## src/rtl/mem_arb_pkg.sv

```systemverilog
// rtl/mem_arb_pkg.sv - shared types and constants for the memory port arbiter
package mem_arb_pkg;

    typedef enum logic [1:0] {IDLE, ACCESS, RESP} arb_state_t;
    typedef enum logic {REQ_IF = 1'b0, REQ_D = 1'b1} req_id_t;

    localparam logic [2:0] FUNCT3_LW = 3'b010;

endpackage

```

## src/rtl/rr_arbiter2.sv

```systemverilog
// rtl/rr_arbiter2.sv - two-way round-robin grant, bit 0 = IF, bit 1 = D
import mem_arb_pkg::*;

module rr_arbiter2 (
    input  logic [1:0] req,
    input  logic       last_grant,
    output logic [1:0] grant
);

    always_comb begin
        grant = req;
        // On a tie the requester that did not win last time goes first.
        if (req == 2'b11) begin
            grant = (req_id_t'(last_grant) == REQ_D) ? 2'b01 : 2'b10;
        end
    end

endmodule

```

## src/rtl/mem_port_arbiter.sv

```systemverilog
// rtl/mem_port_arbiter.sv - shares one LoadStoreUnit port between fetch and data
import mem_arb_pkg::*;

module mem_port_arbiter #(
    parameter int ADDR_W  = 32,
    parameter int DATA_W  = 32,
    parameter int MEM_LAT = 1
) (
    input  logic              clk,
    input  logic              reset,
    input  logic              if_req_valid,
    output logic              if_req_ready,
    input  logic [ADDR_W-1:0] if_addr,
    output logic              if_rsp_valid,
    output logic [DATA_W-1:0] if_rsp_data,
    input  logic              d_req_valid,
    output logic              d_req_ready,
    input  logic [ADDR_W-1:0] d_addr,
    input  logic              d_wren,
    input  logic [2:0]        d_funct3,
    input  logic [DATA_W-1:0] d_wdata,
    output logic              d_rsp_valid,
    output logic [DATA_W-1:0] d_rsp_data,
    output logic [ADDR_W-1:0] mem_address,
    output logic              mem_wren,
    output logic [2:0]        mem_funct3,
    output logic [DATA_W-1:0] mem_din,
    input  logic [DATA_W-1:0] mem_dout,
    output logic              busy
);

    localparam logic [1:0] CNT_INIT = 2'(MEM_LAT - 1);

    arb_state_t        state, next_state;
    req_id_t           last_grant, lat_id, win;
    logic [1:0]        grant;
    logic [1:0]        cnt;
    logic [ADDR_W-1:0] lat_addr;
    logic              lat_wren;
    logic [2:0]        lat_funct3;
    logic [DATA_W-1:0] lat_wdata;
    logic              accept;
    logic [DATA_W-1:0] rsp_word;

    rr_arbiter2 u_rr (
        .req        ({d_req_valid, if_req_valid}),
        .last_grant (last_grant),
        .grant      (grant)
    );

    assign win      = grant[1] ? REQ_D : REQ_IF;
    assign accept   = (state == IDLE) && (grant != 2'b00);
    assign rsp_word = lat_wren ? '0 : mem_dout;

    always_ff @(posedge clk) begin
        if (reset) begin
            state       <= IDLE;
            last_grant  <= REQ_D;
            lat_id      <= REQ_IF;
            cnt         <= '0;
            lat_addr    <= '0;
            lat_wren    <= 1'b0;
            lat_funct3  <= '0;
            lat_wdata   <= '0;
            if_rsp_data <= '0;
            d_rsp_data  <= '0;
        end else begin
            state <= next_state;
            if (accept) begin
                last_grant <= win;
                lat_id     <= win;
                cnt        <= CNT_INIT;
                lat_addr   <= (win == REQ_D) ? d_addr : if_addr;
                lat_wren   <= (win == REQ_D) && d_wren;
                lat_funct3 <= (win == REQ_D) ? d_funct3 : FUNCT3_LW;
                lat_wdata  <= (win == REQ_D) ? d_wdata : '0;
            end else if (state == ACCESS && cnt != 2'd0) begin
                cnt <= cnt - 2'd1;
            end
            // Response data is captured on the edge that ends the last access cycle.
            if (state == ACCESS && cnt == 2'd0) begin
                if (lat_id == REQ_D) d_rsp_data  <= rsp_word;
                else                 if_rsp_data <= rsp_word;
            end
        end
    end

    always_comb begin
        next_state   = state;
        if_req_ready = 1'b0;
        d_req_ready  = 1'b0;
        if_rsp_valid = 1'b0;
        d_rsp_valid  = 1'b0;
        mem_address  = '0;
        mem_wren     = 1'b0;
        mem_funct3   = '0;
        mem_din      = '0;
        busy         = 1'b0;
        // Outputs are forced low while reset is held so an abort is visible at once.
        if (!reset) begin
            busy = (state != IDLE);
            case (state)
                IDLE: begin
                    if_req_ready = grant[0];
                    d_req_ready  = grant[1];
                    if (accept) next_state = ACCESS;
                end
                ACCESS: begin
                    mem_address = lat_addr;
                    mem_funct3  = lat_funct3;
                    mem_din     = lat_wdata;
                    mem_wren    = lat_wren && (cnt == CNT_INIT);
                    if (cnt == 2'd0) next_state = RESP;
                end
                RESP: begin
                    if_rsp_valid = (lat_id == REQ_IF);
                    d_rsp_valid  = (lat_id == REQ_D);
                    next_state   = IDLE;
                end
                default: next_state = IDLE;
            endcase
        end
    end

endmodule

```

## config.mk

```make
export PLATFORM = sky130hd
export DESIGN_NAME = mem_port_arbiter
export DESIGN_NICKNAME = d
export VERILOG_FILES = /design/src/rtl/mem_arb_pkg.sv /design/src/rtl/rr_arbiter2.sv /design/src/rtl/mem_port_arbiter.sv
export SDC_FILE = /design/constraint.sdc
export NUM_CORES = 1
export LEC_CHECK = 0
export CAP_MARGIN = 15
export CORE_MARGIN = 2
export CORE_UTILIZATION = 41
export DETAILED_ROUTE_END_ITERATION = 6
export PLACE_DENSITY = 0.84
export SYNTH_ARGS = -nofsm -noshare
export SYNTH_HDL_FRONTEND = slang
export SYNTH_SLANG_ARGS = --single-unit
```

## constraint.sdc

```tcl
create_clock -name clk -period 1.81 [get_ports clk]
set_input_delay 0.362 -clock clk [delete_from_list [all_inputs] [get_ports clk]]
set_output_delay 0.362 -clock clk [all_outputs]
set_load 0.01 [all_outputs]
```

==> results of run 1 <==
-- repair_timing --
item	4_1_cts	5_1_grt
buffers inserted	3	2
setup endpoints to repair	73	73
resized for setup	301	67
pin swaps	3	20
gates cloned	1	2
hold buffers	0	0
-- area by class of cell --
class / count / area, um^2
fillers: 1112 / 4120
repair buffers: 305 / 2930
flip-flops and latches: 138 / 2770
multi-input cells: 423 / 2720
clock buffers: 22 / 474
well taps: 176 / 220
clock inverters: 10 / 116
inverters: 2 / 7.51
-- layer usage --
metal	global-route usage, %	up-vias	wire [um]	share of wire, %
met5	0	-	0	0
met2	38.7	211	8480	50
met3	7.61	20	1500	8.8
li1	-	2634	-	-
met4	8.76	0	269	1.6
met1	26.9	2453	6760	40
-- kinds of logic (layout without fill, tap and decap cells) --
logic type	count (synthesis)	count (layout)	synth area share (%)
AOI/OAI and AO/OA	138	138	17.1
buffers and inverters	55	339	5.16
xor gates and xnor gates	1	1	0.155
and+or+nand+nor	251	251	22.7
adders and majority gates	1	1	0.222
DFF	138	138	48.9
muxes	32	32	5.67
-- worst paths after layout --
check                 startpoint             end  slack (ns)  cells past startpoint
setup / recovery        state[1]     mem_din[18]       -0.15                      6
setup reg to reg        state[1]   lat_wdata[26]        0.23                      5
hold / removal    if_rsp_data[9]  if_rsp_data[9]        0.45                      2
hold reg to reg   if_rsp_data[9]  if_rsp_data[9]        0.45                      2
-- report_power, final --
part	switching (mW)	total [mW]	leakage, nW	internal, mW
clock	1.27	3.41	0.275	2.14
combinational	0.564	1.29	2.28	0.729
sequential	0.101	3.34	1.13	3.23
-- sequential cells by signal, summed over array words and instances, names as in the netlist --
register     count
cnt              2
d_rsp_data      32
if_rsp_data     32
last_grant       1
lat_addr        32
lat_funct3       3
lat_id           1
lat_wdata       32
lat_wren         1
state            2
-- layout by cell type, fill, tap and decap left out, types with 3 or more instances in the layout --
cell             instances
buf_6                   31
dfxtp_1                136
and2_4                  19
clkbuf_8                 3
buf_4                   20
mux2i_1                 32
clkdlybuf4s50_1        198
clkinvlp_4               5
buf_12                   9
and2_1                  50
a22o_1                  35
buf_2                   44
nand2_1                131
clkbuf_16               18
nor2b_1                 33
a21oi_1                 64
o2bb2ai_1               32
-- cells in the mapped netlist, drive strengths merged --
library cell    n
dfxtp         138
nand2         131
and2           69
a21oi          65
buf            38
a22o           35
nor2b          33
mux2i          32
o2bb2ai        32
clkbuf         15
nor2            3
nor3b           3
inv             2
nor3            2
nor4bb          2
a2111oi         1
a21boi          1
a21o            1
a221o           1
a22oi           1
and3            1
and3b           1
and4b           1
ha              1
nand2b          1
nand4b          1
nand4bb         1
nor4b           1
o211a           1
or2             1
xnor2           1
-- worst register-to-register path: stages, from the launching register on --
cell and delay, ns:
dfxtp_2 0.33, buf_4 0.16, nor3_4 0.21, and2_4 0.21, buf_4 0.37, a22o_1 0.24
==> impl_metrics.json, run 1 <==
{
  "status": "complete, but fails checks",
  "die_h_um": 121,
  "peakVddDrop_mv": 0.587,
  "gp_congestion": 0.785,
  "grt_pass1_wl_mm": 26.5,
  "crit_fanout": 6,
  "critical_path_class": "reg2out",
  "die_w_um": 121,
  "start_util_pct": 42.3,
  "drt_iter0_markers": 274,
  "rsz0062_at_grt": "yes",
  "endpoint_kind": "output pin",
  "postPlaceCellArea_um2": 8620,
  "post-route-min-period_ns": 1.96,
  "yosys.cell_types.count": 40,
  "synthTopCellsByArea": "dfxtp_1 (49%), nand2_1 (8.7%), and2_1 (7.6%)",
  "fin_tns_setup_ns": -5.80,
  "fin_util_pct": 69.1,
  "nets": 1024,
  "final_area_um2": 9230,
  "p_leak_nw": 3.68,
  "clk_latency_ns": 0.41,
  "hold_ws_ns": 0.449,
  "drv_cap": 0,
  "grt_pass1_vias": 5250,
  "h-tree-depth": 4,
  "cp_cell_sequence": "nor3b_4 -> buf_6 -> buf_8 -> buf_6 -> and2_4 -> buf_6",
  "synth_warnings": 0,
  "required_ns": 1.45,
  "path_buf_inv": 4,
  "rows": 42,
  "cts_tree": "done",
  "cts_made_buffers": 17,
  "io_buffer_count": 272,
  "clock_skew_ns": 0.00705,
  "arrival_ns": 1.60,
  "cts_sinks": 138,
  "synth_area_um2": 5650,
  "cts_buffer_depth": 2,
  "first_pass_iters": 4,
  "yosys.area.top_type_share_pct": 48.9,
  "dp_cells": 1037,
  "hold_viol": 0,
  "max_freq_mhz": 511,
  "drive_gt1_share_pct": 18.8,
  "ios": 273,
  "crit_family": "buffers and inverters",
  "total_power_mw": 8.04,
  "synth_seq_area_share_pct": 48.9,
  "drt.antenna.violating_nets": 0,
  "syn_to_final_growth_pct": 63.4,
  "synth_nets": 753,
  "diodes": 0,
  "drcViolationCount": 0,
  "path_clk_slew_ns": 0.06,
  "violations": "negative setup slack",
  "cpMostUsedCell": "buf_6",
  "vias": 5318,
  "slew_headroom_pct": 57.4,
  "antenna_found_initial": 0,
  "synth_cells": 616,
  "fp.dieArea_um2": 14700,
  "syn_area_per_cell_um2": 9.17,
  "totalWireLength_mm": 17.0,
  "hold_path.class": "reg2reg",
  "viasPerCell": 4.94,
  "post_drt_wl_per_cell_um": 15.8,
  "final-setup-viol-count": 67,
  "cpPeakStageDelay_ns": 0.33,
  "fin_ws_ns": -0.148,
  "core_area_um2": 13300,
  "cts-root-buf": "clkbuf_16",
  "grt_max_degree": 62,
  "pre_cts_ws_ns": -0.416,
  "synth-seq-cells": 138,
  "tightest_slew_ns": 0.639,
  "grt_overflow_total": 0,
  "crit_slowest_cell": "dfxtp_2",
  "finalCritPeriodShare_pct": 108,
  "p_per_area_nw_per_um2": 872,
  "cp-start-kind": "register",
  "track_usage_pct": 22.9,
  "synth_area_leader_cell": "dfxtp_1",
  "dp_hpwl_mm": 11.7,
  "slew_violations": 0,
  "finalNonFillerCells": 1076
}
Power figures use the tool's default switching activity.
==> inputs of run 2 (changes only) <==
Settings changed: CELL_PAD_IN_SITES_DETAIL_PLACEMENT from default to 2, CELL_PAD_IN_SITES_GLOBAL_PLACEMENT from default to 2, CORE_UTILIZATION 41 to 23.
==> impl_metrics.json, run 2 (synthesis results as in run 1) <==
{
  "postPlaceCellArea_um2": 8870,
  "arrival_ns": 1.59,
  "drt_iter0_markers": 150,
  "whs_path_depth": 2,
  "track_usage_pct": 17.9,
  "hold_path.class": "reg2reg",
  "post_drt_wl_per_cell_um": 19.3,
  "dp_cells": 1192,
  "reg2reg_to": "lat_wren",
  "ff2ff_path_depth": 7,
  "die_w_um": 161,
  "layout_commonest_cell": "clkdlybuf4s50_1",
  "finalNonFillerCells": 1235,
  "first_pass_iters": 4,
  "totalWireLength_mm": 23.8,
  "regToRegSetupSlack_ns": 0.07,
  "crit_fanout": 17,
  "peakVddDrop_mv": 0.505,
  "p_per_area_nw_per_um2": 878,
  "cp-start-kind": "register",
  "startpoint": "state[1]",
  "grt_overflow_total": 0,
  "cts_made_buffers": 17,
  "core_area_um2": 24200,
  "rsz0062_at_grt": "yes",
  "diodes": 0,
  "drive_gt1_share_pct": 21.2,
  "io_buffer_count": 272,
  "start_util_pct": 23.4,
  "endpoint_kind": "output pin",
  "status": "complete, but fails checks",
  "clk_latency_ns": 0.41,
  "finalCritPeriodShare_pct": 108,
  "p_leak_nw": 3.81,
  "final_area_um2": 9670,
  "clock_skew_ns": 0.00778,
  "slew_headroom_pct": 60.1,
  "hold_viol": 0,
  "drv_cap": 0,
  "final_cell_mix": "clkdlybuf4s50_1 (198), dfxtp_1 (136), nand2_1 (131)",
  "hold_start": "if_rsp_data[19]",
  "holdPathEnd": "if_rsp_data[19]",
  "gp_congestion": 0.721,
  "ios": 273,
  "viasPerCell": 4.55,
  "total_power_mw": 8.50,
  "drt.antenna.violating_nets": 0,
  "grt_pass1_wl_mm": 35.7,
  "critical_path_class": "reg2out",
  "cts_tree": "done",
  "fin_ws_ns": -0.139,
  "fp.dieArea_um2": 25800,
  "grt_pass1_vias": 6260,
  "post-route-min-period_ns": 1.95,
  "vias": 5623,
  "cts_buffer_depth": 2,
  "nets": 1036,
  "die_h_um": 161,
  "drcViolationCount": 0,
  "fin_tns_setup_ns": -7.02,
  "cts-root-buf": "clkbuf_16",
  "antenna_found_initial": 0,
  "slew_violations": 0,
  "violations": "negative setup slack",
  "syn_to_final_growth_pct": 71.3,
  "rows": 57,
  "required_ns": 1.45,
  "path_clk_slew_ns": 0.06,
  "h-tree-depth": 4,
  "r2r-start": "state[0]",
  "tightest_slew_ns": 0.583,
  "cts_sinks": 138,
  "max_freq_mhz": 513,
  "final-setup-viol-count": 72,
  "grt_max_degree": 49,
  "dp_hpwl_mm": 15.3
}
-- run 2: routing by layer --
metal / routed length, um / global-route usage (%)
met1: 9750 / 19.9
met2: 12100 / 32.9
met3: 1560 / 5.55
met4: 422 / 5.32
met5: 0 / 0
-- run 2: worst max-delay path, cell delays in order (launching register included) --
cell and delay (ns):
dfxtp_2 0.34, nor3b_4 0.21, buf_6 0.17, buf_16 0.16, and2_1 0.15, buf_2 0.14
-- run 2: per-stage QoR --
stage          worst slack (ns)  hold slack [ns]  utilization, %
4_1_cts                  -0.180            0.459            39.2
6_report                 -0.139            0.456            40.0
3_5_place_dp             -0.513            0.440            36.7
5_1_grt                  -0.216            0.471            40.0
3_3_place_gp             -0.486            0.435            36.7
2_1_floorplan             0.191            0.424               -
-- run 2: final cells by class --
type | count | area (um^2)
fill | 2598 | 14500
timing repair buffer | 317 | 3120
sequential | 138 | 2770
multi-input combinational | 423 | 2760
clock buffer | 20 | 437
tap | 324 | 405
clock inverter | 11 | 173
inverter | 2 | 7.51
-- run 2: worst max path at each step --
| stage | slack [ns] | to |
|---|---|---|
| final | -0.14 | mem_address[11] |
| after global routing | -0.22 | mem_address[11] |
| after CTS | -0.18 | mem_address[30] |
| after detailed placement | -0.51 | d_req_ready |
| after global placement | -0.49 | d_req_ready |
| after floorplan | 0.19 | mem_address[0] |
-- run 2: power by group --
part	switching, mW	internal, mW
registers	0.110	3.23
logic	0.662	0.798
clock network	1.39	2.30
total	2.16	6.34
-- run 2: timing repair --
item                                   4_1_cts  5_1_grt
pin swaps                                   11       12
setup endpoints to repair                   73       75
hold buffers                                 0        0
gates resized for setup                    351       44
gates cloned                                 4        1
endpoints found under the hold margin        0        0
setup buffers                                4        4
